### src/rtl/tmds_video_decoder.sv
`default_nettype none
// ============================================================================
//  Module      : tmds_video_decoder
//  Description : DVI TMDS symbol decoder. Turns the per-pixel-clock
//                {red, green, blue} 10-bit symbol triplet into a 24-bit
//                pixel with de/hsync/vsync, marks start-of-frame and
//                end-of-line, and measures the active resolution with a
//                frame-stability lock indicator.
//  Ports       : clk, rst        - pixel clock, synchronous active-high reset
//                valid_in        - input beat strobe (gaps allowed)
//                data_in[29:0]   - {ch2/red, ch1/green, ch0/blue} symbols,
//                                  bit 0 of each symbol is the first serial bit
//                pixel_valid     - output beat strobe
//                pixel[23:0]     - {R,G,B}, zero during blanking
//                de/hsync/vsync  - active video and ch0 control bits
//                sof/eol         - first pixel of frame / last pixel of line
//                h_active/v_active, timing_locked - measured resolution
//                sym_err         - channels disagree on control vs data
//  Revision    : 1.0 - initial release
// ============================================================================
module tmds_video_decoder #(
    parameter int CNT_W       = 12,
    parameter int LOCK_FRAMES = 2
) (
    input  logic             clk,
    input  logic             rst,
    input  logic             valid_in,
    input  logic [29:0]      data_in,
    output logic             pixel_valid,
    output logic [23:0]      pixel,
    output logic             de,
    output logic             hsync,
    output logic             vsync,
    output logic             sof,
    output logic             eol,
    output logic [CNT_W-1:0] h_active,
    output logic [CNT_W-1:0] v_active,
    output logic             timing_locked,
    output logic             sym_err
);

    // ------------------------------------------------------------------
    // Constants
    // ------------------------------------------------------------------
    localparam logic [9:0]       c_TOK_00  = 10'b1101010100;
    localparam logic [9:0]       c_TOK_01  = 10'b0010101011;
    localparam logic [9:0]       c_TOK_10  = 10'b0101010100;
    localparam logic [9:0]       c_TOK_11  = 10'b1010101011;
    localparam logic [3:0]       c_LOCK    = 4'(LOCK_FRAMES);
    localparam logic [CNT_W-1:0] c_CNT_MAX = '1;
    localparam logic [CNT_W-1:0] c_CNT_ONE = {{(CNT_W-1){1'b0}}, 1'b1};

    // ------------------------------------------------------------------
    // Symbol helpers
    // ------------------------------------------------------------------
    // Returns {is_control, c1, c0}.
    function automatic logic [2:0] f_ctl(input logic [9:0] q);
        logic [2:0] r;
        case (q)
            c_TOK_00: r = 3'b100;
            c_TOK_01: r = 3'b101;
            c_TOK_10: r = 3'b110;
            c_TOK_11: r = 3'b111;
            default:  r = 3'b000;
        endcase
        return r;
    endfunction

    // 10b -> 8b data decode: undo the optional inversion, then undo the
    // XOR/XNOR transition chain selected by q[8].
    function automatic logic [7:0] f_dec(input logic [9:0] q);
        logic [7:0] v;
        logic [7:0] d;
        v    = q[9] ? ~q[7:0] : q[7:0];
        d[0] = v[0];
        for (int i = 1; i < 8; i++) begin
            d[i] = q[8] ? (v[i] ^ v[i-1]) : ~(v[i] ^ v[i-1]);
        end
        return d;
    endfunction

    function automatic logic [CNT_W-1:0] f_sat_inc(input logic [CNT_W-1:0] v);
        return (v == c_CNT_MAX) ? v : v + c_CNT_ONE;
    endfunction

    // ------------------------------------------------------------------
    // Input beat decode
    // ------------------------------------------------------------------
    logic [2:0]  w_ctl0;
    logic [2:0]  w_ctl1;
    logic [2:0]  w_ctl2;
    logic        w_in_de;
    logic        w_in_err;
    logic [23:0] w_in_pix;
    logic        w_in_hs;
    logic        w_in_vs;
    logic        w_vs_edge;
    logic        w_in_sof;

    // Lookahead stage: holds beat k until beat k+1 arrives. hsync/vsync
    // of this stage double as the running sync state.
    logic        r_la_vld;
    logic [23:0] r_la_pix;
    logic        r_la_de;
    logic        r_la_hs;
    logic        r_la_vs;
    logic        r_la_sof;
    logic        r_la_err;
    logic        r_armed;

    assign w_ctl0    = f_ctl(data_in[9:0]);
    assign w_ctl1    = f_ctl(data_in[19:10]);
    assign w_ctl2    = f_ctl(data_in[29:20]);
    assign w_in_de   = ~w_ctl0[2];
    assign w_in_err  = (w_ctl0[2] != w_ctl1[2]) || (w_ctl0[2] != w_ctl2[2]);
    assign w_in_pix  = w_in_de ? {f_dec(data_in[29:20]), f_dec(data_in[19:10]),
                                  f_dec(data_in[9:0])} : 24'd0;
    assign w_in_hs   = w_ctl0[2] ? w_ctl0[0] : r_la_hs;
    assign w_in_vs   = w_ctl0[2] ? w_ctl0[1] : r_la_vs;
    // A vsync change of either polarity arms sof for the next de beat.
    assign w_vs_edge = w_ctl0[2] && (w_ctl0[1] != r_la_vs);
    assign w_in_sof  = w_in_de && r_armed;

    always_ff @(posedge clk) begin
        if (rst) begin
            r_la_vld <= 1'b0;
            r_la_pix <= 24'd0;
            r_la_de  <= 1'b0;
            r_la_hs  <= 1'b0;
            r_la_vs  <= 1'b0;
            r_la_sof <= 1'b0;
            r_la_err <= 1'b0;
            r_armed  <= 1'b0;
        end else if (valid_in) begin
            r_la_vld <= 1'b1;
            r_la_pix <= w_in_pix;
            r_la_de  <= w_in_de;
            r_la_hs  <= w_in_hs;
            r_la_vs  <= w_in_vs;
            r_la_sof <= w_in_sof;
            r_la_err <= w_in_err;
            r_armed  <= w_vs_edge | (r_armed & ~w_in_sof);
        end
    end

    // ------------------------------------------------------------------
    // Output stage: beat k is emitted when beat k+1 is accepted, which
    // is what gives eol its one-beat lookahead.
    // ------------------------------------------------------------------
    logic w_emit;
    logic w_eol;

    assign w_emit = valid_in && r_la_vld;
    assign w_eol  = r_la_de && !w_in_de;

    always_ff @(posedge clk) begin
        if (rst) begin
            pixel_valid <= 1'b0;
            pixel       <= 24'd0;
            de          <= 1'b0;
            hsync       <= 1'b0;
            vsync       <= 1'b0;
            sof         <= 1'b0;
            eol         <= 1'b0;
            sym_err     <= 1'b0;
        end else begin
            pixel_valid <= w_emit;
            if (w_emit) begin
                pixel   <= r_la_pix;
                de      <= r_la_de;
                hsync   <= r_la_hs;
                vsync   <= r_la_vs;
                sof     <= r_la_sof;
                eol     <= w_eol;
                sym_err <= r_la_err;
            end
        end
    end

    // ------------------------------------------------------------------
    // Line / frame measurement
    // ------------------------------------------------------------------
    logic [CNT_W-1:0] r_hcnt;
    logic [CNT_W-1:0] r_lcnt;
    logic [CNT_W-1:0] r_first_len;
    logic             r_frame_bad;
    logic             r_in_frame;
    logic [CNT_W-1:0] r_prev_len;
    logic [CNT_W-1:0] r_prev_lines;
    logic [3:0]       r_stable;

    logic [CNT_W-1:0] w_run_len;
    logic [CNT_W-1:0] w_lcnt_base;
    logic [CNT_W-1:0] w_first_base;
    logic             w_bad_base;
    logic             w_good;
    logic             w_match;
    logic [3:0]       w_stable_inc;
    logic [3:0]       w_stable_nxt;

    always_comb begin
        w_run_len    = '0;
        w_lcnt_base  = r_lcnt;
        w_first_base = r_first_len;
        w_bad_base   = r_frame_bad;
        if (r_la_de) begin
            w_run_len = f_sat_inc(r_hcnt);
        end
        // A sof beat opens a fresh frame before its own eol is applied,
        // so a one-pixel first line lands in the new frame.
        if (r_la_sof) begin
            w_lcnt_base  = '0;
            w_first_base = '0;
            w_bad_base   = 1'b0;
        end
        w_good       = !r_frame_bad && (r_first_len != '0) && (r_lcnt != '0);
        w_match      = w_good && (r_first_len == r_prev_len) &&
                       (r_lcnt == r_prev_lines);
        w_stable_inc = (r_stable >= c_LOCK) ? c_LOCK : r_stable + 4'd1;
        w_stable_nxt = w_match ? w_stable_inc : {3'b000, w_good};
    end

    always_ff @(posedge clk) begin
        if (rst) begin
            r_hcnt        <= '0;
            r_lcnt        <= '0;
            r_first_len   <= '0;
            r_frame_bad   <= 1'b0;
            r_in_frame    <= 1'b0;
            r_prev_len    <= '0;
            r_prev_lines  <= '0;
            r_stable      <= 4'd0;
            h_active      <= '0;
            v_active      <= '0;
            timing_locked <= 1'b0;
        end else if (w_emit) begin
            r_hcnt <= w_run_len;
            r_lcnt <= w_eol ? f_sat_inc(w_lcnt_base) : w_lcnt_base;
            r_first_len <= (w_eol && (w_lcnt_base == '0)) ? w_run_len : w_first_base;
            r_frame_bad <= w_bad_base |
                           (w_eol && (w_lcnt_base != '0) && (w_run_len != w_first_base));
            if (r_la_sof) begin
                r_in_frame <= 1'b1;
                // The very first sof after reset has no completed frame behind it.
                if (r_in_frame) begin
                    r_stable      <= w_stable_nxt;
                    timing_locked <= (w_stable_nxt >= c_LOCK);
                    if (w_good) begin
                        h_active     <= r_first_len;
                        v_active     <= r_lcnt;
                        r_prev_len   <= r_first_len;
                        r_prev_lines <= r_lcnt;
                    end
                end
            end
        end
    end

endmodule
`default_nettype wire

### config.mk
export PLATFORM = sky130hd
export DESIGN_NAME = tmds_video_decoder
export DESIGN_NICKNAME = d
export VERILOG_FILES = /design/src/rtl/tmds_video_decoder.sv
export SDC_FILE = /design/constraint.sdc
export NUM_CORES = 1
export LEC_CHECK = 0
export BUFFER_PORTS_ARGS = -buffer_cell sky130_fd_sc_hd__buf_2
export CAP_MARGIN = 15
export CORE_MARGIN = 2
export CORE_UTILIZATION = 52
export DETAILED_ROUTE_END_ITERATION = 8
export GPL_TIMING_DRIVEN = 0
export HOLD_SLACK_MARGIN = 0.06
export PLACE_DENSITY = 0.88
export SYNTH_ARGS = -nofsm -noshare
export SYNTH_HDL_FRONTEND = slang
export SYNTH_SLANG_ARGS = --single-unit
export TNS_END_PERCENT = 10
### constraint.sdc
create_clock -name clk -period 2.6 [get_ports clk]
set_clock_uncertainty 0.2 [all_clocks]
set_input_delay 0.52 -clock clk [delete_from_list [all_inputs] [get_ports clk]]
set_output_delay 0.52 -clock clk [all_outputs]
set_load 0.05 [all_outputs]
==> flow_summary.html, run 1 <==
<table>
<tr><th>Metric</th><th>Value</th></tr>
<tr><th colspan="2">Floorplan</th></tr>
<tr><td>Die Height</td><td>around 120 um</td></tr>
<tr><td>Area of the placeable core</td><td>~12000 um^2</td></tr>
<tr><td>Std cell rows</td><td>40</td></tr>
<tr><td>Horizontal die dimension</td><td>115.6 um</td></tr>
<tr><td>Total Die Area</td><td>13370 um^2</td></tr>
<tr><td>Starting Density</td><td>53.50%</td></tr>
<tr><td>Num ports</td><td>89</td></tr>
<tr><th colspan="2">Pwr</th></tr>
<tr><td>Maximum ir drop on the vdd rail</td><td>0.3800 mV</td></tr>
<tr><td>Power density relative to cell area</td><td>608.8 nW/um^2</td></tr>
<tr><td>Static leakage</td><td>between 3 and 4 nW</td></tr>
<tr><th colspan="2">Drt</th></tr>
<tr><td>Average via count per standard cell</td><td>approximately 5.8</td></tr>
<tr><td>Drt drc</td><td>0</td></tr>
<tr><td>Final routed wirelength across all metal layers</td><td>18.27 mm</td></tr>
<tr><td>DR pass1 iterations</td><td>7</td></tr>
<tr><td>Number of DRC markers after the initial detailed-route iteration</td><td>630</td></tr>
<tr><td>Vias after detailed routing</td><td>about 6500</td></tr>
<tr><td>WL per Instance</td><td>about 16 um</td></tr>
<tr><td>DRT antenna net count</td><td>0</td></tr>
<tr><th colspan="2">Finish</th></tr>
<tr><td>Synthesis-to-finish area growth</td><td>23.42%</td></tr>
<tr><td>Number of diodes added for antenna fixing</td><td>0</td></tr>
<tr><td>Net count, final</td><td>1002</td></tr>
<tr><td>Highest-count cells in the layout ignoring fill and taps</td><td>187 x sky130_fd_sc_hd__nand2_1, 122 x sky130_fd_sc_hd__dfxtp_1, 110 x sky130_fd_sc_hd__a21oi_1</td></tr>
<tr><td>Fill cells</td><td>970</td></tr>
<tr><td>Layout cells sized above 1</td><td>18.18%</td></tr>
<tr><td>Most frequent standard cell in the layout excluding fill and tap cells</td><td>sky130_fd_sc_hd__nand2_1</td></tr>
<tr><th colspan="2">Timing</th></tr>
<tr><td>Crit path setup slack, layout</td><td>-0.09266 ns</td></tr>
<tr><td>Final-report hold violation count</td><td>0</td></tr>
<tr><td>Tcrit/Tclk final</td><td>103.6%</td></tr>
<tr><td>Final Max Slew Viols</td><td>0</td></tr>
<tr><td>Max Fclk</td><td>371.4 MHz</td></tr>
<tr><td>Final hold slack</td><td>0.2246 ns</td></tr>
<tr><td>Setup repair after global routing missed its margin</td><td>true</td></tr>
<tr><td>Remaining max-slew budget at the tightest pin</td><td>48.69%</td></tr>
<tr><td>Tmin final</td><td>between 2 and 3 ns</td></tr>
<tr><td>Count of endpoints failing setup in the final report</td><td>1</td></tr>
<tr><td>Least-Margin Pin Slew</td><td>0.7663 ns</td></tr>
<tr><td>Setup tns final</td><td>-0.09266 ns</td></tr>
<tr><th colspan="2">Clock tree</th></tr>
<tr><td>Deepest clock path buffer count</td><td>2</td></tr>
<tr><td>Clock tree from TritonCTS</td><td>done</td></tr>
<tr><td>Number of clock sinks</td><td>129</td></tr>
<tr><td>Clock transition at path regs</td><td>0.06 ns</td></tr>
<tr><td>Root cell of the clock tree</td><td>sky130_fd_sc_hd__clkbuf_16</td></tr>
<tr><td>H-tree levels</td><td>4</td></tr>
<tr><td>Worst-Skew Late Latency</td><td>0.42 ns</td></tr>
<tr><td>Clock buffer count from CTS</td><td>17</td></tr>
<tr><th colspan="2">Placement</th></tr>
<tr><td>HPWL reported at the end of detailed placement</td><td>~12 mm</td></tr>
<tr><td>Quantity of I/O buffers inserted on ports</td><td>83</td></tr>
<tr><td>Setup WS pre-CTS</td><td>-0.7048 ns</td></tr>
<tr><td>Routability-driven placement congestion ratio</td><td>0.9377</td></tr>
<tr><th colspan="2">Synthesis</th></tr>
<tr><td>Cells after synthesis</td><td>832</td></tr>
<tr><td>Mean cell area of the mapped netlist</td><td>roughly 8 um^2</td></tr>
<tr><td>Primary FF master, synth</td><td>sky130_fd_sc_hd__dfxtp_1</td></tr>
<tr><td>Proportion of synthesized flip-flops having asynchronous set or reset</td><td>0%</td></tr>
<tr><td>Total of warnings raised by yosys</td><td>0</td></tr>
<tr><td>Netlist area before placement</td><td>between 6000 and 7000 um^2</td></tr>
<tr><td>Register area share after synthesis</td><td>39.85%</td></tr>
<tr><td>Syn_nets</td><td>just under 900</td></tr>
<tr><td>Number of synthesized flops with an enable pin</td><td>0</td></tr>
<tr><td>Count of unique library cells instantiated by Yosys</td><td>57</td></tr>
<tr><td>Number of synthesized register bits</td><td>roughly 130</td></tr>
<tr><th colspan="2">Global routing</th></tr>
<tr><td>Number of antenna violations at the first check in global routing</td><td>0</td></tr>
<tr><td>First-pass GRT wire length</td><td>29.47 mm</td></tr>
<tr><td>Total global routing track utilization</td><td>27.67%</td></tr>
<tr><td>Pin count of the biggest net entering global routing</td><td>17</td></tr>
<tr><td>Vias in the first global route</td><td>6163</td></tr>
<tr><td>Global route total overflow</td><td>0</td></tr>
<tr><th colspan="2">Critical path</th></tr>
<tr><td>Worst-path fanout max</td><td>5</td></tr>
<tr><td>Launch point of the worst path</td><td>r_hcnt[0]</td></tr>
<tr><td>Worst reg2reg startpoint</td><td>r_hcnt[0]</td></tr>
<tr><td>Worst setup EP type</td><td>flop</td></tr>
<tr><td>Type of origin of the critical path</td><td>flop</td></tr>
<tr><td>Data required time of the critical path</td><td>2.73 ns</td></tr>
<tr><td>Critical path class</td><td>reg -&gt; reg</td></tr>
<tr><td>Critical path arrival</td><td>2.83 ns</td></tr>
<tr><th colspan="2">Status</th></tr>
<tr><td>Failing checks</td><td>negative setup slack</td></tr>
<tr><td>Status</td><td>finished, violations left</td></tr>
<tr><th colspan="2">Min path</th></tr>
<tr><td>Class of the worst hold path</td><td>in -&gt; reg</td></tr>
<tr><td>Worst Min Path Start</td><td>data_in[19]</td></tr>
<tr><th colspan="2">Run</th></tr>
<tr><td>Max Cap Viol</td><td>0</td></tr>
</table>
[area by class of cell]
cell class                 count  area [um^2]  share of cell area, %
clock buffer                  19        452.9                  5.663
tap                          168        210.2                  2.628
multi-input combinational    622         3756                  46.96
buffer                        50        198.9                  2.487
sequential                   129         2596                  32.46
timing repair buffer          96        516.7                  6.461
clock inverter                13        160.2                  2.003
inverter                      28        106.4                  1.330
[flip-flops by register name, indices dropped and copies added, names as in the netlist, 4 cells and up]
signal        cells
r_la_pix         24
r_hcnt           12
r_stable          4
r_prev_lines     12
r_first_len      12
r_lcnt           12
pixel            24
r_prev_len       12
[critical path: stages (launching register included)]
cell	delay, ns
sky130_fd_sc_hd__dfxtp_4	0.36
sky130_fd_sc_hd__ha_4	0.16
sky130_fd_sc_hd__nand4_4	0.13
sky130_fd_sc_hd__or4_4	0.57
sky130_fd_sc_hd__a41oi_4	0.34
sky130_fd_sc_hd__xnor2_1	0.12
sky130_fd_sc_hd__a41o_1	0.22
sky130_fd_sc_hd__o221a_1	0.28
sky130_fd_sc_hd__a311oi_2	0.23
[where the power goes]
| group | internal (mW) | switching, mW | leakage [nW] |
|---|---|---|---|
| clock network | 1.56 | 0.916 | 0.299 |
| registers | 2.02 | 0.0241 | 1.05 |
| logic | 0.119 | 0.234 | 1.92 |
[logic make-up after synthesis]
family / count (synthesis) / synth area share, %
AND/OR/NAND/NOR: 352 / 24.81
AO/OA/AOI/OAI: 173 / 15.85
XOR/XNOR: 66 / 8.921
buffers and inverters: 81 / 4.731
adder cells (fa/ha/maj): 25 / 4.827
multiplexers: 6 / 1.004
flip-flops: 129 / 39.85
[worst paths after layout]
check	slack, ns	cells past startpoint	endpoint
worst max-delay path	-0.09	8	r_frame_bad
worst min-delay path	0.22	4	r_la_pix[8]
worst max register to register	-0.09	8	r_frame_bad
worst min register to register	0.25	2	pixel[1]
[cell usage after synthesis (2+ instances only)]
cell | instances | share of area [%]
sky130_fd_sc_hd__mux2_2 | 3 | 0.52
sky130_fd_sc_hd__and3_1 | 8 | 0.77
sky130_fd_sc_hd__ha_1 | 25 | 4.8
sky130_fd_sc_hd__a21oi_1 | 111 | 8.6
sky130_fd_sc_hd__a211o_1 | 2 | 0.27
sky130_fd_sc_hd__nand4b_1 | 3 | 0.41
sky130_fd_sc_hd__a22oi_1 | 11 | 1.3
sky130_fd_sc_hd__nand2_1 | 188 | 11
sky130_fd_sc_hd__a211oi_1 | 2 | 0.23
sky130_fd_sc_hd__nor2b_1 | 6 | 0.58
sky130_fd_sc_hd__nor3_1 | 10 | 0.77
sky130_fd_sc_hd__dfxtp_1 | 129 | 40
sky130_fd_sc_hd__o21a_1 | 3 | 0.35
sky130_fd_sc_hd__and2_1 | 3 | 0.29
sky130_fd_sc_hd__o21ai_0 | 11 | 0.85
sky130_fd_sc_hd__inv_1 | 27 | 1.6
sky130_fd_sc_hd__and4b_1 | 2 | 0.31
sky130_fd_sc_hd__nor4_1 | 13 | 1.3
sky130_fd_sc_hd__buf_1 | 2 | 0.12
sky130_fd_sc_hd__nand3b_1 | 3 | 0.35
sky130_fd_sc_hd__nor3b_1 | 7 | 0.81
sky130_fd_sc_hd__buf_2 | 2 | 0.15
sky130_fd_sc_hd__nand3_1 | 42 | 3.2
sky130_fd_sc_hd__or3_1 | 2 | 0.19
sky130_fd_sc_hd__a32oi_1 | 4 | 0.54
sky130_fd_sc_hd__a21o_1 | 2 | 0.23
sky130_fd_sc_hd__a31o_2 | 2 | 0.27
sky130_fd_sc_hd__mux2i_1 | 2 | 0.31
sky130_fd_sc_hd__a311oi_1 | 3 | 0.41
sky130_fd_sc_hd__a41oi_1 | 2 | 0.27
sky130_fd_sc_hd__or4_1 | 3 | 0.35
sky130_fd_sc_hd__clkbuf_1 | 49 | 2.8
sky130_fd_sc_hd__o211ai_1 | 3 | 0.35
sky130_fd_sc_hd__xnor2_1 | 25 | 3.4
sky130_fd_sc_hd__xor2_1 | 41 | 5.5
sky130_fd_sc_hd__a31oi_1 | 7 | 0.68
sky130_fd_sc_hd__nand4_1 | 10 | 0.97
sky130_fd_sc_hd__nor2_1 | 44 | 2.5
sky130_fd_sc_hd__nor4b_1 | 2 | 0.27
[routing by layer]
metal  up-vias  track usage [%]  part of all wire (%)
li1       3087                -                     -
met3        48            7.688                   9.7
met1      3044            33.41                    40
met5         -                0                     0
met4         0            9.921                   2.6
met2       349            47.37                    48
[metrics by stage]
stage / std cells / utilization (%) / cell area, um^2 / power [mW]
detailed placement: 1083 / 58.84 / 7127 / 2.427
global route: 1125 / 66.03 / 7998 / 5.019
global placement: 1083 / 58.84 / 7127 / 2.418
finish: 1125 / 66.03 / 7998 / 4.869
floorplan: 832 / - / 6501 / 2.319
CTS: 1119 / 65.10 / 7885 / 4.867
[timing repair]
action	4_1_cts	5_1_grt
cloned	0	1
setup buffers	4	8
pin swaps	2	10
setup endpoints to repair	41	41
hold buffers	0	0
resized for setup	26	21
(Power assumes the default switching activity.)
==> inputs of run 2 (changes only) <==
- BUFFER_PORTS_ARGS: -buffer_cell sky130_fd_sc_hd__buf_2 -> not set
- CAP_MARGIN: 15 -> not set
- CORE_UTILIZATION: 52 -> 58
- DONT_BUFFER_PORTS: not set -> 1
==> run 2 against run 1 <==
- the run still ends with negative setup slack left
- critical path depth up 1
- final cell count down 9.8%
- hold slack worse by 0.13 ns
- sequential power up 2%
- via count down 3.8%
- register-to-register slack worse by 0.06 ns
- core utilization up 3.8 points
- critical endpoint unchanged
==> flow_summary.html, run 2 (synthesis results as in run 1) <==
<table>
<tr><th>Metric</th><th>Value</th></tr>
<tr><th colspan="2">Status</th></tr>
<tr><td>Status</td><td>finished, violations left (unchanged)</td></tr>
<tr><td>Failing checks</td><td>negative setup slack (unchanged)</td></tr>
<tr><th colspan="2">Floorplan</th></tr>
<tr><td>Std cell rows</td><td>38 (was 40)</td></tr>
<tr><td>Horizontal die dimension</td><td>109.7 um (was 115.6 um)</td></tr>
<tr><td>Num ports</td><td>89 (unchanged)</td></tr>
<tr><td>Die Height</td><td>109.7 um (was 115.6 um)</td></tr>
<tr><td>Total Die Area</td><td>12030 um^2 (was 13370 um^2)</td></tr>
<tr><td>Area of the placeable core</td><td>10890 um^2 (was 12110 um^2)</td></tr>
<tr><td>Starting Density</td><td>59.52% (was 53.50%)</td></tr>
<tr><th colspan="2">Timing</th></tr>
<tr><td>Final-report hold violation count</td><td>0 (unchanged)</td></tr>
<tr><td>Final Max Slew Viols</td><td>0 (unchanged)</td></tr>
<tr><td>Crit path setup slack, layout</td><td>-0.1501 ns (was -0.09266 ns)</td></tr>
<tr><td>Least-Margin Pin Slew</td><td>0.8593 ns (was 0.7663 ns)</td></tr>
<tr><td>Remaining max-slew budget at the tightest pin</td><td>42.46% (was 48.69%)</td></tr>
<tr><td>Max Fclk</td><td>363.6 MHz (was 371.4 MHz)</td></tr>
<tr><td>Tcrit/Tclk final</td><td>105.8% (was 103.6%)</td></tr>
<tr><td>Tmin final</td><td>2.750 ns (was 2.693 ns)</td></tr>
<tr><td>Setup repair after global routing missed its margin</td><td>true (unchanged)</td></tr>
<tr><td>Count of endpoints failing setup in the final report</td><td>2 (was 1)</td></tr>
<tr><th colspan="2">Critical path</th></tr>
<tr><td>Type of origin of the critical path</td><td>flop (unchanged)</td></tr>
<tr><td>Critical Path, Cell by Cell</td><td>ha_4, nand4_4, or4_4, buf_6, a31oi_1, nor4_1, a41oi_1, nand2_1, a311oi_2 (was ha_4, nand4_4, or4_4, a41oi_4, xnor2_1, a41o_1, o221a_1, a311oi_2)</td></tr>
<tr><td>Critical path arrival</td><td>3.00 ns (was 2.83 ns)</td></tr>
<tr><td>Critical path class</td><td>reg -&gt; reg (unchanged)</td></tr>
<tr><td>Endpoint of the lowest-slack register-to-register path</td><td>r_frame_bad (unchanged)</td></tr>
<tr><td>Worst setup EP type</td><td>flop (unchanged)</td></tr>
<tr><td>Worst-path fanout max</td><td>6 (was 5)</td></tr>
<tr><td>Depth of the worst register-to-register path</td><td>9 (was 8)</td></tr>
<tr><td>Worst reg2reg startpoint</td><td>r_hcnt[1] (was r_hcnt[0])</td></tr>
<tr><td>Critical path depth</td><td>9 (was 8)</td></tr>
<tr><td>Biggest cell delay along the critical path</td><td>0.51 ns (was 0.57 ns)</td></tr>
<tr><td>Family of cells with the greatest summed delay on the critical path</td><td>compound AO/OA/AOI/OAI gates (unchanged)</td></tr>
<tr><td>Data required time of the critical path</td><td>2.85 ns (was 2.73 ns)</td></tr>
<tr><td>Buffers &amp; Inverters on Critical Path</td><td>1 (was 0)</td></tr>
<tr><td>Master of the slowest instance on the critical path</td><td>sky130_fd_sc_hd__or4_4 (unchanged)</td></tr>
<tr><td>Worst reg2reg setup slack</td><td>-0.15 ns (was -0.09 ns)</td></tr>
<tr><th colspan="2">Min path</th></tr>
<tr><td>Endpoint with the worst hold slack</td><td>r_la_hs (was r_la_pix[8])</td></tr>
<tr><td>Class of the worst hold path</td><td>in -&gt; reg (unchanged)</td></tr>
<tr><td>Worst Min Path Start</td><td>data_in[0] (was data_in[19])</td></tr>
<tr><td>Number of cells on the worst hold path</td><td>4 (unchanged)</td></tr>
<tr><th colspan="2">Clock tree</th></tr>
<tr><td>Worst-Skew Late Latency</td><td>0.54 ns (was 0.42 ns)</td></tr>
<tr><td>H-tree levels</td><td>4 (unchanged)</td></tr>
<tr><td>Deepest clock path buffer count</td><td>2 (unchanged)</td></tr>
<tr><td>Number of clock sinks</td><td>129 (unchanged)</td></tr>
<tr><td>Clock tree from TritonCTS</td><td>done (unchanged)</td></tr>
<tr><td>Clock buffer count from CTS</td><td>17 (unchanged)</td></tr>
<tr><td>Clock transition at path regs</td><td>0.06 ns (about the same)</td></tr>
<tr><td>Root cell of the clock tree</td><td>sky130_fd_sc_hd__clkbuf_8 (was sky130_fd_sc_hd__clkbuf_16)</td></tr>
<tr><th colspan="2">Finish</th></tr>
<tr><td>Synthesis-to-finish area growth</td><td>17.38% (was 23.42%)</td></tr>
<tr><td>Highest-count cells in the layout ignoring fill and taps</td><td>186 x sky130_fd_sc_hd__nand2_1, 110 x sky130_fd_sc_hd__a21oi_1, 108 x sky130_fd_sc_hd__dfxtp_1 (was 187 x sky130_fd_sc_hd__nand2_1, 122 x sky130_fd_sc_hd__dfxtp_1, 110 x sky130_fd_sc_hd__a21oi_1)</td></tr>
<tr><td>Net count, final</td><td>922 (was 1002)</td></tr>
<tr><td>Layout cells sized above 1</td><td>9.943% (was 18.18%)</td></tr>
<tr><td>Most frequent standard cell in the layout excluding fill and tap cells</td><td>sky130_fd_sc_hd__nand2_1 (unchanged)</td></tr>
<tr><td>Largest registers in the final layout</td><td>pixel (24), r_la_pix (24) (unchanged)</td></tr>
<tr><td>Fill cells</td><td>802 (was 970)</td></tr>
<tr><td>Number of diodes added for antenna fixing</td><td>0 (unchanged)</td></tr>
<tr><th colspan="2">Placement</th></tr>
<tr><td>Quantity of I/O buffers inserted on ports</td><td>0 (was 83)</td></tr>
<tr><td>HPWL reported at the end of detailed placement</td><td>11.61 mm (was 12.31 mm)</td></tr>
<tr><td>Routability-driven placement congestion ratio</td><td>0.8986 (was 0.9377)</td></tr>
<tr><td>Setup WS pre-CTS</td><td>-0.6110 ns (was -0.7048 ns)</td></tr>
<tr><th colspan="2">Pwr</th></tr>
<tr><td>Switching share of power</td><td>23.33% (was 24.11%)</td></tr>
<tr><td>Combinational share of power</td><td>6.4% (was 7.3%)</td></tr>
<tr><td>Net Switching</td><td>1.102 mW (was 1.174 mW)</td></tr>
<tr><td>Clock network fraction of design power</td><td>49.6% (was 50.8%)</td></tr>
<tr><td>Static leakage</td><td>2.897 nW (was 3.268 nW)</td></tr>
<tr><td>Final Total Pwr</td><td>4.723 mW (was 4.869 mW)</td></tr>
<tr><td>Cell Int Power</td><td>3.621 mW (was 3.695 mW)</td></tr>
<tr><td>Maximum ir drop on the vdd rail</td><td>0.6120 mV (was 0.3800 mV)</td></tr>
<tr><td>Power density relative to cell area</td><td>620.9 nW/um^2 (was 608.8 nW/um^2)</td></tr>
<tr><td>Portion of total power attributed to sequential cells</td><td>44.0% (was 42.0%)</td></tr>
<tr><th colspan="2">Drt</th></tr>
<tr><td>Average via count per standard cell</td><td>6.185 (was 5.803)</td></tr>
<tr><td>Drt drc</td><td>0 (unchanged)</td></tr>
<tr><td>Number of DRC markers after the initial detailed-route iteration</td><td>644 (was 630)</td></tr>
<tr><td>Vias after detailed routing</td><td>6278 (was 6528)</td></tr>
<tr><td>DR pass1 iterations</td><td>6 (was 7)</td></tr>
<tr><td>Final routed wirelength across all metal layers</td><td>18.63 mm (was 18.27 mm)</td></tr>
<tr><td>DRT antenna net count</td><td>0 (unchanged)</td></tr>
<tr><td>WL per Instance</td><td>18.35 um (was 16.24 um)</td></tr>
<tr><th colspan="2">Global routing</th></tr>
<tr><td>Pin count of the biggest net entering global routing</td><td>17 (unchanged)</td></tr>
<tr><td>Total global routing track utilization</td><td>31.77% (was 27.67%)</td></tr>
<tr><td>First-pass GRT wire length</td><td>29.10 mm (was 29.47 mm)</td></tr>
<tr><td>Number of antenna violations at the first check in global routing</td><td>0 (unchanged)</td></tr>
<tr><td>Vias in the first global route</td><td>5986 (was 6163)</td></tr>
<tr><td>Global route total overflow</td><td>0 (unchanged)</td></tr>
<tr><th colspan="2">Run</th></tr>
<tr><td>Max Cap Viol</td><td>0 (unchanged)</td></tr>
</table>
==> run 2: power groups by stage <==
stage / Clock, mW / Sequential, mW / Combinational, mW
final: 2.34 / 2.08 / 0.301
after global routing: 2.42 / 2.08 / 0.332
after CTS: 2.34 / 2.08 / 0.292
after detailed placement: 0 / 2.12 / 0.262
after global placement: 0 / 2.12 / 0.257
after floorplan: 0 / 2.11 / 0.205
==> run 2: metal layers <==
metal / up-vias / global-route usage [%] / wire (um)
met3: 65 / 11.32 / 1964
met2: 344 / 53.57 / 8875
met5: - / 0 / 0
met4: 0 / 14.83 / 616
li1: 2921 / - / -
met1: 2948 / 35.80 / 7173
==> run 2: stage by stage <==
| step | utilization, % | TNS, ns | hold WS [ns] | cells | instance area (um^2) |
|---|---|---|---|---|---|
| 3_3_place_gp | 61.32 | -6.717 | 0.2376 | 972 | 6676 |
| 4_1_cts | 69.13 | -0.1006 | 0.06528 | 1017 | 7527 |
| 3_5_place_dp | 61.32 | -10.53 | 0.2496 | 972 | 6676 |
| 6_report | 69.86 | -0.1720 | 0.08961 | 1015 | 7606 |
| 2_1_floorplan | - | -0.1332 | 0.2316 | 832 | 6501 |
| 5_1_grt | 69.86 | -1.205 | 0.08446 | 1015 | 7606 |
==> run 2: final cells by class <==
| cell class | count | area (um^2) | share of cell area [%] |
|---|---|---|---|
| clock inverters | 3 | 42.54 | 0.5593 |
| multi-input cells | 622 | 3761 | 49.45 |
| plain buffers | 49 | 200.2 | 2.632 |
| repair buffers | 17 | 162.7 | 2.139 |
| inverters | 28 | 106.4 | 1.398 |
| flip-flops and latches | 129 | 2616 | 34.40 |
| well taps | 140 | 175.2 | 2.303 |
| clock buffers | 27 | 541.8 | 7.123 |
==> run 2: timing repair <==
item / CTS / global route
pin swaps: 2 / 2
gates resized for setup: 26 / 32
setup endpoints to repair: 39 / 39
hold endpoints to repair: 12 / 0
cloned: 0 / 0
hold buffers: 14 / 0
buffers inserted: 2 / 1
==> run 2: worst register-to-register path, cell delays in order (launching register included) <==
cell and delay, ns:
sky130_fd_sc_hd__dfxtp_4 0.38, sky130_fd_sc_hd__ha_4 0.17, sky130_fd_sc_hd__nand4_4 0.14, sky130_fd_sc_hd__or4_4 0.51
sky130_fd_sc_hd__buf_6 0.16, sky130_fd_sc_hd__a31oi_1 0.46, sky130_fd_sc_hd__nor4_1 0.12, sky130_fd_sc_hd__a41oi_1 0.19
sky130_fd_sc_hd__nand2_1 0.09, sky130_fd_sc_hd__a311oi_2 0.23
==> run 2: how the worst max path moves through the flow <==
stage                    start     endpoint  slack [ns]
floorplan           data_in[7]   r_lcnt[10]       -0.06
global placement    data_in[7]   r_lcnt[11]       -0.46
detailed placement  data_in[5]   r_lcnt[11]       -0.61
CTS                  r_hcnt[1]  r_frame_bad       -0.09
global route         r_hcnt[1]  r_frame_bad       -0.21
finish               r_hcnt[1]  r_frame_bad       -0.15
